`src/rtl/ncsr_param_if.sv`:
```
// Handshake/bus bundle for the negacyclic shift register.
// Master drives control and load data; slave returns the coefficient state.
interface ncsr_param_if #(
   parameter int N = 4,
   parameter int W = 4
);
   logic             load;
   logic [N*W-1:0]   ddata;
   logic             start;
   logic [7:0]       steps;
   logic             mode_neg;
   logic             hold;
   logic [N*W-1:0]   dpoly;
   logic [W-1:0]     dcoef;
   logic             busy;
   logic             done;

   modport master (
      output load, ddata, start, steps, mode_neg, hold,
      input  dpoly, dcoef, busy, done
   );

   modport slave (
      input  load, ddata, start, steps, mode_neg, hold,
      output dpoly, dcoef, busy, done
   );
endinterface

```
`src/rtl/ncsr_param.sv`:
```
// Polynomial coefficient shift register: multiply-by-x modulo x^N-1 or x^N+1,
// one shift per non-held cycle; done pulses the cycle after the final shift.
module ncsr_param #(
   parameter int N = 4,
   parameter int W = 4,
   parameter int Q = 16
) (
   input  logic        clk,
   input  logic        reset,
   ncsr_param_if.slave bus
);

   typedef enum logic {ST_IDLE, ST_RUN} state_t;

   localparam logic [W:0] QV = (W+1)'(Q);

   state_t           r_state;
   logic [N*W-1:0]   r_poly;
   logic [7:0]       r_cnt;
   logic             r_mode;
   logic             r_done;

   state_t           w_state_nxt;
   logic [N*W-1:0]   w_poly_nxt;
   logic [7:0]       w_cnt_nxt;
   logic             w_mode_nxt;
   logic             w_done_nxt;

   logic [W-1:0]     w_top;
   logic [W:0]       w_neg_wide;
   logic [W-1:0]     w_neg;
   logic [W-1:0]     w_new0;
   logic [N*W-1:0]   w_shift;

   // Q may equal 2^W, so the subtraction is carried one bit wider.
   assign w_top      = r_poly[(N-1)*W +: W];
   assign w_neg_wide = QV - {1'b0, w_top};
   assign w_neg      = (w_top == '0) ? '0 : w_neg_wide[W-1:0];
   assign w_new0     = r_mode ? w_neg : w_top;
   assign w_shift    = {r_poly[(N-1)*W-1:0], w_new0};

   always_comb begin
      w_state_nxt = r_state;
      w_poly_nxt  = r_poly;
      w_cnt_nxt   = r_cnt;
      w_mode_nxt  = r_mode;
      w_done_nxt  = 1'b0;
      case (r_state)
         ST_IDLE: begin
            if (bus.load) begin
               w_poly_nxt = bus.ddata;
            end else if (bus.start) begin
               if (bus.steps == 8'd0) begin
                  w_done_nxt = 1'b1;
               end else begin
                  w_state_nxt = ST_RUN;
                  w_cnt_nxt   = bus.steps;
                  w_mode_nxt  = bus.mode_neg;
               end
            end
         end
         ST_RUN: begin
            if (!bus.hold) begin
               w_poly_nxt = w_shift;
               w_cnt_nxt  = r_cnt - 8'd1;
               if (r_cnt == 8'd1) begin
                  w_state_nxt = ST_IDLE;
                  w_done_nxt  = 1'b1;
               end
            end
         end
      endcase
   end

   always_ff @(posedge clk or posedge reset) begin
      if (reset) begin
         r_state <= ST_IDLE;
         r_poly  <= '0;
         r_cnt   <= 8'd0;
         r_mode  <= 1'b0;
         r_done  <= 1'b0;
      end else begin
         r_state <= w_state_nxt;
         r_poly  <= w_poly_nxt;
         r_cnt   <= w_cnt_nxt;
         r_mode  <= w_mode_nxt;
         r_done  <= w_done_nxt;
      end
   end

   assign bus.dpoly = r_poly;
   assign bus.dcoef = w_top;
   assign bus.busy  = (r_state == ST_RUN);
   assign bus.done  = r_done;

endmodule

```
`src/flat_wrapper.sv`:
```
// flat-port wrapper written by rule: the top's interface ports become plain ports
module ncsr_param_flat 
#(
   parameter int N = 4,
   parameter int W = 4,
   parameter int Q = 16
)
  (clk, reset, bus_load, bus_ddata, bus_start, bus_steps, bus_mode_neg, bus_hold, bus_dpoly, bus_dcoef, bus_busy, bus_done);
  ncsr_param_if #(.N(N), .W(W)) bus_i ();
  input  logic clk;
  input  logic reset;
  input wire logic [$bits(bus_i.load)-1:0] bus_load;
  input wire logic [$bits(bus_i.ddata)-1:0] bus_ddata;
  input wire logic [$bits(bus_i.start)-1:0] bus_start;
  input wire logic [$bits(bus_i.steps)-1:0] bus_steps;
  input wire logic [$bits(bus_i.mode_neg)-1:0] bus_mode_neg;
  input wire logic [$bits(bus_i.hold)-1:0] bus_hold;
  output wire logic [$bits(bus_i.dpoly)-1:0] bus_dpoly;
  output wire logic [$bits(bus_i.dcoef)-1:0] bus_dcoef;
  output wire logic [$bits(bus_i.busy)-1:0] bus_busy;
  output wire logic [$bits(bus_i.done)-1:0] bus_done;
  assign bus_i.load = bus_load;
  assign bus_i.ddata = bus_ddata;
  assign bus_i.start = bus_start;
  assign bus_i.steps = bus_steps;
  assign bus_i.mode_neg = bus_mode_neg;
  assign bus_i.hold = bus_hold;
  assign bus_dpoly = bus_i.dpoly;
  assign bus_dcoef = bus_i.dcoef;
  assign bus_busy = bus_i.busy;
  assign bus_done = bus_i.done;
  ncsr_param #(.N(N), .W(W), .Q(Q)) u_core (.clk(clk), .reset(reset), .bus(bus_i));
endmodule
```
`config.mk`:
```
export PLATFORM = sky130hd
export DESIGN_NAME = ncsr_param_flat
export DESIGN_NICKNAME = d
export VERILOG_FILES = /design/src/rtl/ncsr_param_if.sv /design/src/rtl/ncsr_param.sv /design/src/flat_wrapper.sv
export SDC_FILE = /design/constraint.sdc
export NUM_CORES = 1
export LEC_CHECK = 0
export BUFFER_PORTS_ARGS = -buffer_cell sky130_fd_sc_hd__buf_2
export CELL_PAD_IN_SITES_DETAIL_PLACEMENT = 1
export CELL_PAD_IN_SITES_GLOBAL_PLACEMENT = 2
export CORE_MARGIN = 2
export CORE_UTILIZATION = 27
export CTS_CLUSTER_SIZE = 10
export DETAILED_ROUTE_END_ITERATION = 12
export PLACE_DENSITY_LB_ADDON = 0.1
export SLEW_MARGIN = 15
export SYNTH_ARGS = -nofsm -noshare
export SYNTH_HDL_FRONTEND = slang
export SYNTH_SLANG_ARGS = --single-unit
```
`constraint.sdc`:
```
create_clock -name clk -period 1.4 [get_ports clk]
set_input_delay 0.07 -clock clk [delete_from_list [all_inputs] [get_ports clk]]
set_output_delay 0.07 -clock clk [all_outputs]
set_load 0.02 [all_outputs]
```
==> flow_summary.ini, run 1 <==
[outcome]
status = completed

[global_routing]
grt_pass1_vias = 1618
grt_max_degree = 21
grt_antenna_before_repair = 0
grt_pass1_wl_mm = 7.83
grt_overflow_total = 0
grt.total_usage = 0.153

[logic_synthesis]
synthTopCellsByCount = dfrtp_1, nor2_1, a21oi_1
ys_seq_elements = 27
synth_cells = 165
synthFlopType = dfrtp_1
synth_edf_count = 0
syn_nets = 198
synthesis.area_per_instance_um2 = 9.79
yosysWarnings = 0
ys_seq_area_frac = 0.418
synth.most_common_cell = dfrtp_1
syn_area_um2 = 1620
synth_area_leaders = dfrtp_1, mux2i_1, a21oi_1
yosysTopAreaCell = dfrtp_1
synthArstFlopShare = 1.00
synth_cell_types = 40
yosysTopAreaCellShare = 0.418

[detailed_routing]
drc = 0
vias = 1503
viasPerCell = 4.83
drtAntennaViolNets = 0
wl_per_cell_um = 15.6
totalWireLength_mm = 4.85
drt_iter0_drc = 15
dr.pass1.iters = 4

[sta]
max_freq_ghz = 0.736
fin_worst_skew_ps = 3.73
slew_viol_final = 0
max_slew_margin = 0.753
finalCriticalPeriod_ps = 1360
fin_crit_sh = 0.971
worstMarginPinSlew_ps = 367
holdWs_ps = 25.1
hold_viol_final = 0
rsz0062_at_grt = true
setup_violations = 0

[power_and_ir_drop]
combPwrFrac = 0.603
clockPowerShare = 0.092
p_leak_nw = 1.10
peakVddDrop_v = 0.000897
switching_share = 0.445
p_switching_w = 0.00221
cellInternalPower_w = 0.00275
powerDensity_nw_per_um2 = 2200
power_frac_seq = 0.305

[worst_setup_path]
path_max_fanout = 4
critPathRequiredTime_ps = 1570
cp_cell_sequence = nor4_4, and4bb_2, o21ai_2, o221a_1
cp.arrival_ps = 1530
critical_path_buf_inv_count = 0
cp-start-kind = flip-flop
crit_path_top_delay_cell = dfrtp_2
max_stage_delay_ps = 460
worst_setup_path_end_kind = flip-flop
cp_top_family = simple AND/OR/NAND/NOR gates
crit_type = reg -> reg

[floorplanning]
die_area_um2 = 6620
rows = 28
die_x_um = 81.3
io_pins = 52
die_y_um = 81.3
coreArea_um2 = 5850
initial_core_util = 0.276

[min_path]
min_path_type = in -> reg

[final_layout]
layout-drive-gt1-share = 0.462
antenna_cells = 0
finalNetCount = 270
syn_to_final_growth_pct = 39.7
stdcell_count = 311
fin_util = 0.386

[clock_tree]
cts_buffers = 3
clk_latency_ps = 270
cts_tree = yes
clk_root_buffer_cell = clkbuf_8
cts_buffer_depth = 2
htreeDepth = 1
cts_sinks = 27
clk_pin_slew_ps = 100

[run]
drv_cap = 0

[placed_design]
placedCellCount = 300
portBuffers = 51
hpwl_mm = 3.77
place_congestion = 0.849
[worst paths after layout]
check / from / end / slack (ps) / depth (start not counted)
setup reg to reg: u_core.r_cnt[1] / u_core.r_cnt[5] / 40 / 4
max in group asynchronous: reset / u_core.r_cnt[1] / 800 / 4
min in group asynchronous: reset / u_core.bus.dpoly[13] / 340 / 4
setup / recovery: u_core.r_cnt[1] / u_core.r_cnt[5] / 40 / 4
hold / removal: bus_mode_neg / u_core.r_mode / 30 / 2
hold reg to reg: u_core.bus.dpoly[7] / u_core.bus.dpoly[7] / 550 / 2
[area by class of cell]
type                    instances  area (um2)
clock buffers                   4        45.0
fillers                       682        3590
inverters                       8        30.0
multi-input cells             117         908
flip-flops and latches         27         681
well taps                      75        93.8
repair buffers                 80         499
[state kept, by name, summed over array words and instances, names as in the netlist]
register / count
u_core.r_mode: 1
u_core.bus.busy: 1
u_core.bus.done: 1
u_core.bus.dpoly: 16
u_core.r_cnt: 8
[per-layer routing]
metal / global-route usage / up-vias / part of all wire
li1: - / 732 / -
met1: 0.184 / 736 / 0.41
met2: 0.277 / 31 / 0.53
met3: 0.0233 / 4 / 0.039
met4: 0.0492 / 0 / 0.012
met5: 0 / - / 0
[through the flow]
| step | setup TNS (ps) | total power [W] | setup WS (ps) | cell area [um2] |
|---|---|---|---|---|
| finish | 0 | 0.00496 | 40.9 | 2260 |
| global route | -108 | 0.00540 | -48.8 | 2260 |
| CTS | 0 | 0.00470 | 9.86 | 2140 |
| detailed placement | -227 | 0.00415 | -114 | 2050 |
| global placement | -79.9 | 0.00406 | -40.4 | 2050 |
| floorplan | 0 | 0.00323 | 0.843 | 1620 |
[worst register-to-register path, cell delays in order (launching register included)]
cell,delay (ps)
dfrtp_2,460
nor4_4,350
and4bb_2,280
o21ai_2,60
o221a_1,110
[power by group through the flow]
stage          clock network (W)  logic, W  registers, W
2_1_floorplan                  0   0.00151       0.00172
3_3_place_gp                   0   0.00259       0.00148
3_5_place_dp                   0   0.00266       0.00149
4_1_cts                 0.000486   0.00270       0.00151
5_1_grt                 0.000515   0.00331       0.00157
6_report                0.000456   0.00299       0.00151
[kinds of logic after synthesis]
kind of cell,Yosys count,share of synthesized area
xor+xnor,3,0.0163
compound gates,44,0.184
simple gates,50,0.172
buf+inv,21,0.0798
mux,17,0.107
flops,27,0.418
fa+ha+maj,3,0.0232
[cell usage in the layout (no fill, tap or decap), types with 3 or more instances in the layout]
| master | instances |
|---|---|
| dfrtp_1 | 23 |
| nand2_1 | 6 |
| a22oi_1 | 3 |
| buf_2 | 51 |
| inv_1 | 6 |
| clkbuf_8 | 3 |
| buf_4 | 25 |
| nand2b_4 | 3 |
| dfrtp_2 | 4 |
| a21oi_1 | 21 |
| o21ai_1 | 3 |
| nor3_1 | 3 |
| o221a_1 | 3 |
| mux2i_1 | 15 |
| nor2_1 | 24 |
[repair_timing]
| action | in CTS | in global routing |
|---|---|---|
| setup buffers | 1 | 5 |
| resized for setup | 5 | 16 |
| endpoints found under the hold margin | 27 | 0 |
| hold buffers | 1 | 0 |
| pin swaps | 2 | 5 |
| setup endpoints to repair | 5 | 19 |
(Power assumes the default switching activity.)
==> run 2, diff against run 1 <==
CTS_BUF_LIST = sky130_fd_sc_hd__clkbuf_8 sky130_fd_sc_hd__clkbuf_16   (was unset)
PLACE_DENSITY = 0.72   (was unset)
PLACE_DENSITY_LB_ADDON = unset   (was 0.1)
==> run 2 against run 1 <==
Against the previous run:
- critical path depth up 1
- global-route usage is 1.1 points lower
- sequential share of layout area grew 0.73 points
- combinational power is 8.0% lower
- first-iteration DRC count increased by 130%
- clock-buffer cell count fell by 1
- power shrank 5.3%
- worst hold slack lost 2.0 ps
- wire length down 11%
- maximum frequency is 2.3% higher
- clock power grew 2%
- critical path type unchanged
- highest routed layer unchanged
==> flow_summary.ini, run 2 (synthesis gave the netlist of run 1 again) <==
[placed_design]
placed_area_um2 = 2070
hpwl_mm = 3.33
place_congestion = 0.748
portBuffers = 51

[outcome]
status = completed

[power_and_ir_drop]
powerDensity_nw_per_um2 = 2130
power.total_w = 0.00469
switching_share = 0.437
peakVddDrop_v = 0.000871
power_frac_seq = 0.315
p_switching_w = 0.00205
clockPowerShare = 0.099
p_leak_nw = 1.08
cellInternalPower_w = 0.00264
combPwrFrac = 0.586

[sta]
finalCriticalPeriod_ps = 1330
setup_violations = 0
max_slew_margin = 0.753
max_freq_ghz = 0.753
hold_viol_final = 0
fin_worst_skew_ps = 5.72
worstMarginPinSlew_ps = 368
slew_viol_final = 0
fin_crit_sh = 0.949
rsz0062_at_grt = true

[worst_setup_path]
crit_type = reg -> reg
cp.arrival_ps = 1530
reg2reg_setup_slack_ps = 70
cp-start-kind = flip-flop
worst_setup_path_end_kind = flip-flop
path_max_fanout = 2
reg2reg_depth = 5
reg2reg_from = u_core.r_cnt[5]
r2r_end = u_core.r_cnt[7]
critPathRequiredTime_ps = 1600

[final_layout]
syn_to_final_growth_pct = 36.2
final_common_cell = buf_2
antenna_cells = 0
finalNetCount = 271
layout-drive-gt1-share = 0.439
fin_area_um2 = 2200
n_fill_cell = 696
layout_common_cells = buf_2, buf_4, dfrtp_1
largest_register_ffs = 16

[global_routing]
grt.total_usage = 0.142
grt_pass1_vias = 1517
grt_overflow_total = 0
grt_antenna_before_repair = 0
grt_pass1_wl_mm = 7.27
grt_max_degree = 28

[floorplanning]
io_pins = 52
die_y_um = 81.3
die_x_um = 81.3
initial_core_util = 0.276
rows = 28
coreArea_um2 = 5850
die_area_um2 = 6620

[min_path]
min_path_type = in -> reg
hold_depth = 2
hold_path_startpoint = bus_mode_neg
hold_end = u_core.r_mode

[detailed_routing]
viasPerCell = 4.74
totalWireLength_mm = 4.30
wl_per_cell_um = 13.8
drtAntennaViolNets = 0
drc = 0
dr.pass1.iters = 3
vias = 1480
drt_iter0_drc = 35

[clock_tree]
clk_pin_slew_ps = 90
cts_sinks = 27
clk_latency_ps = 280
cts_buffers = 3
cts_buffer_depth = 2
cts_tree = yes
clk_root_buffer_cell = clkbuf_8
htreeDepth = 1

[run]
drv_cap = 0
-- run 2: cell types whose count changed in the layout (fill, tap and decap cells not counted), moves of 2 or more --
cell	previous run	this run
ha_4	2	0
nand2b_1	1	3
nand2b_4	3	1
o21ai_0	2	4
-- run 2: critical path, cell delays in order (launching register included) --
cell,delay (ps)
dfrtp_1,400
nor4_2,290
buf_4,150
nand4_1,90
xor2_1,160
a22oi_1,160
-- run 2: worst max path at each step --
stage                          startpoint              end  slack (ps)  depth (start not counted)
final                     u_core.r_cnt[5]  u_core.r_cnt[7]          70                          5
after floorplan           u_core.bus.busy  u_core.r_cnt[5]         0.8                          4
after detailed placement  u_core.r_cnt[0]  u_core.r_cnt[5]         -80                          4
after global placement    u_core.r_cnt[0]  u_core.r_cnt[5]         0.9                          4
after CTS                 u_core.r_cnt[0]  u_core.r_cnt[5]          10                          4
after global routing      u_core.r_cnt[5]  u_core.r_cnt[7]         -40                          5
-- run 2: repair_timing --
item	4_1_cts	5_1_grt
gates resized for setup	2	7
setup buffers	0	4
hold endpoints to repair	27	0
endpoints found under the setup margin	3	8
pin swaps	0	3
hold buffers	1	0
-- run 2: final cells by class --
cell class | instances | area (um2) | share of cell area
Multi-Input combinational cell | 117 | 845 | 0.384
Sequential cell | 27 | 679 | 0.309
Timing Repair Buffer | 81 | 503 | 0.229
Tap cell | 75 | 93.8 | 0.0427
Clock buffer | 3 | 41.3 | 0.0188
Inverter | 8 | 30.0 | 0.0137
Clock inverter | 1 | 7.51 | 0.00341
-- run 2: power groups by stage --
| stage | Sequential (W) | Clock, W | Combinational (W) |
|---|---|---|---|
| 2_1_floorplan | 0.00172 | 0 | 0.00151 |
| 3_3_place_gp | 0.00149 | 0 | 0.00260 |
| 3_5_place_dp | 0.00148 | 0 | 0.00264 |
| 4_1_cts | 0.00149 | 0.000483 | 0.00266 |
| 5_1_grt | 0.00154 | 0.000514 | 0.00307 |
| 6_report | 0.00148 | 0.000464 | 0.00275 |
-- run 2: per-stage QoR --
step	worst slack (ps)	utilization	std cells	hold slack [ps]	setup TNS [ps]
floorplan	0.843	-	165	123	0
global placement	0.885	0.354	303	153	0
detailed placement	-77.3	0.354	303	159	-84.8
CTS	11.1	0.366	308	16.8	0
global route	-42.0	0.376	312	21.5	-68.7
finish	71.4	0.376	312	23.1	0
-- run 2: layer usage --
layer	routed length [um]	part of all wire	global-route usage	vias to the layer above
met4	27	0.0063	0.0254	0
li1	-	-	-	730
met5	0	0	0	-
met2	2080	0.48	0.236	35
met1	2000	0.47	0.195	711
met3	186	0.043	0.0233	4
==> run 3, diff against run 2 <==
BUFFER_PORTS_ARGS = unset   (was -buffer_cell sky130_fd_sc_hd__buf_2)
CORE_UTILIZATION = 33   (was 27)
DONT_BUFFER_PORTS = 1   (was unset)
PLACE_DENSITY = 0.7   (was 0.72)
TNS_END_PERCENT = 20   (was unset)
==> run 3 against run 2 <==
Against the previous run:
- combinational power is 12% lower
- first-iteration DRC count is 77% higher
- sequential power is 15% higher
- clock power hardly changed
- register-to-register slack worse by 60 ps
- die area is 17% lower
- clock-buffer cell count stayed put
- clock skew is 1.3 ps lower
- worst hold slack worse by 22 ps
- global-route usage is 5.0 points higher
- sequential cell count stayed put
==> flow_summary.ini, run 3 (synthesis gave the netlist of run 1 again) <==
[detailed_routing]
wl_per_cell_um = 17.6
totalWireLength_mm = 4.61
viasPerCell = 5.24
drtAntennaViolNets = 0
vias = 1372
drt_iter0_drc = 62
dr.pass1.iters = 6
drc = 0

[clock_tree]
clk_root_buffer_cell = clkbuf_8
cts_sinks = 27
cts_tree = yes
cts_buffer_depth = 2
cts_buffers = 3
clk_pin_slew_ps = 100
htreeDepth = 1
clk_latency_ps = 280

[global_routing]
grt_overflow_total = 0
grt_max_degree = 28
grt_pass1_wl_mm = 7.89
grt_antenna_before_repair = 0
grt.total_usage = 0.192
grt_pass1_vias = 1577

[worst_setup_path]
crit_path_top_delay_cell = dfrtp_1
critPathRequiredTime_ps = 1580
worst_setup_path_end_kind = flip-flop
path_max_fanout = 4
cp_cell_sequence = nor4_2, buf_4, and4bb_2, o21ai_2, o221a_1
reg2reg_setup_slack_ps = 10
critical_path_buf_inv_count = 1
crit_type = reg -> reg
cp.arrival_ps = 1570
cp-start-kind = flip-flop
max_stage_delay_ps = 440
cp_top_family = simple AND/OR/NAND/NOR gates

[final_layout]
regArea_um2 = 677
finalNetCount = 229
layout_common_cells = buf_4, dfrtp_1, nor2_1
n_fill_cell = 549
multi_input_area_um2 = 852
final_common_cell = buf_4
fin_util = 0.426
antenna_cells = 0
largest_register_ffs = 16
syn_to_final_growth_pct = 24.5
layout-drive-gt1-share = 0.282

[sta]
finalCriticalPeriod_ps = 1390
setup_violations = 0
worstMarginPinSlew_ps = 365
fin_worst_skew_ps = 4.47
rsz0062_at_grt = true
max_freq_ghz = 0.720
fin_crit_sh = 0.992
slew_viol_final = 0
max_slew_margin = 0.757
holdWs_ps = 1.33
hold_viol_final = 0

[floorplanning]
initial_core_util = 0.342
die_area_um2 = 5470
coreArea_um2 = 4720
rows = 25
die_x_um = 74.0
io_pins = 52
die_y_um = 74.0

[power_and_ir_drop]
p_leak_nw = 0.935
powerDensity_nw_per_um2 = 2270
peakVddDrop_v = 0.000726

[placed_design]
hpwl_mm = 3.49
portBuffers = 0
place_congestion = 0.809

[outcome]
status = completed

[min_path]
min_path_type = in -> reg

[run]
drv_cap = 0
[run 3: cell count changes in the layout (fill, tap and decap cells not counted), sizes merged]
cell         before  now
buf              80   30
clkinv            1    0
dlygate4sd3       1    9
inv               7    8
[run 3: routing by layer]
| layer | share of wire | global-route usage | wire [um] | vias to the layer above |
|---|---|---|---|---|
| li1 | - | - | - | 643 |
| met1 | 0.43 | 0.233 | 1970 | 688 |
| met2 | 0.51 | 0.345 | 2370 | 32 |
| met3 | 0.036 | 0.0312 | 168 | 9 |
| met4 | 0.021 | 0.0626 | 99 | 0 |
| met5 | 0 | 0 | 0 | - |
[run 3: worst reg2reg max path, stage by stage, from the launching register on]
cell,delay (ps)
dfrtp_1,440
nor4_2,300
buf_4,160
and4bb_2,230
o21ai_2,50
o221a_1,110
[run 3: path summary, 6_finish.rpt]
kind | startpoint | depth (start not counted) | endpoint
min reg2reg | u_core.r_cnt[7] | 2 | u_core.r_cnt[7]
max in group asynchronous | reset | 3 | u_core.bus.busy
min in group asynchronous | reset | 3 | u_core.r_cnt[6]
max | u_core.r_cnt[0] | 5 | u_core.r_cnt[5]
min | bus_ddata[7] | 2 | u_core.bus.dpoly[7]
max reg2reg | u_core.r_cnt[0] | 5 | u_core.r_cnt[5]
[run 3: area by class of cell]
class | count | area share
multi-input combinational | 117 | 0.424
sequential | 27 | 0.337
timing repair buffer | 39 | 0.159
tap | 67 | 0.0417
clock buffer | 3 | 0.0205
inverter | 8 | 0.0168
clock inverter | 1 | 0.00187
[run 3: timing repair]
item | 4_1_cts | 5_1_grt
endpoints found under the hold margin | 35 | 0
setup endpoints to repair | 4 | 13
hold buffers | 9 | 0
pin swaps | 1 | 5
setup buffers | 0 | 2
gates resized for setup | 4 | 8
[run 3: power breakdown]
part	internal [W]	switching, W	total (W)
registers	0.00113	0.000569	0.00170
clock network	0.000198	0.000264	0.000462
logic	0.00116	0.00125	0.00241
total	0.00248	0.00208	0.00456
[run 3: per-stage QoR]
| step | area, um2 | power (W) | instances | TNS [ps] | worst slack [ps] |
|---|---|---|---|---|---|
| 3_5_place_dp | 1810 | 0.00396 | 247 | -68.2 | -44.3 |
| 5_1_grt | 2010 | 0.00495 | 262 | -235 | -65.3 |
| 4_1_cts | 1970 | 0.00450 | 260 | -23.3 | -23.3 |
| 2_1_floorplan | 1620 | 0.00322 | 165 | -11.8 | -11.8 |
| 3_3_place_gp | 1810 | 0.00383 | 247 | -31.0 | -29.7 |
| 6_report | 2010 | 0.00456 | 262 | 0 | 10.7 |
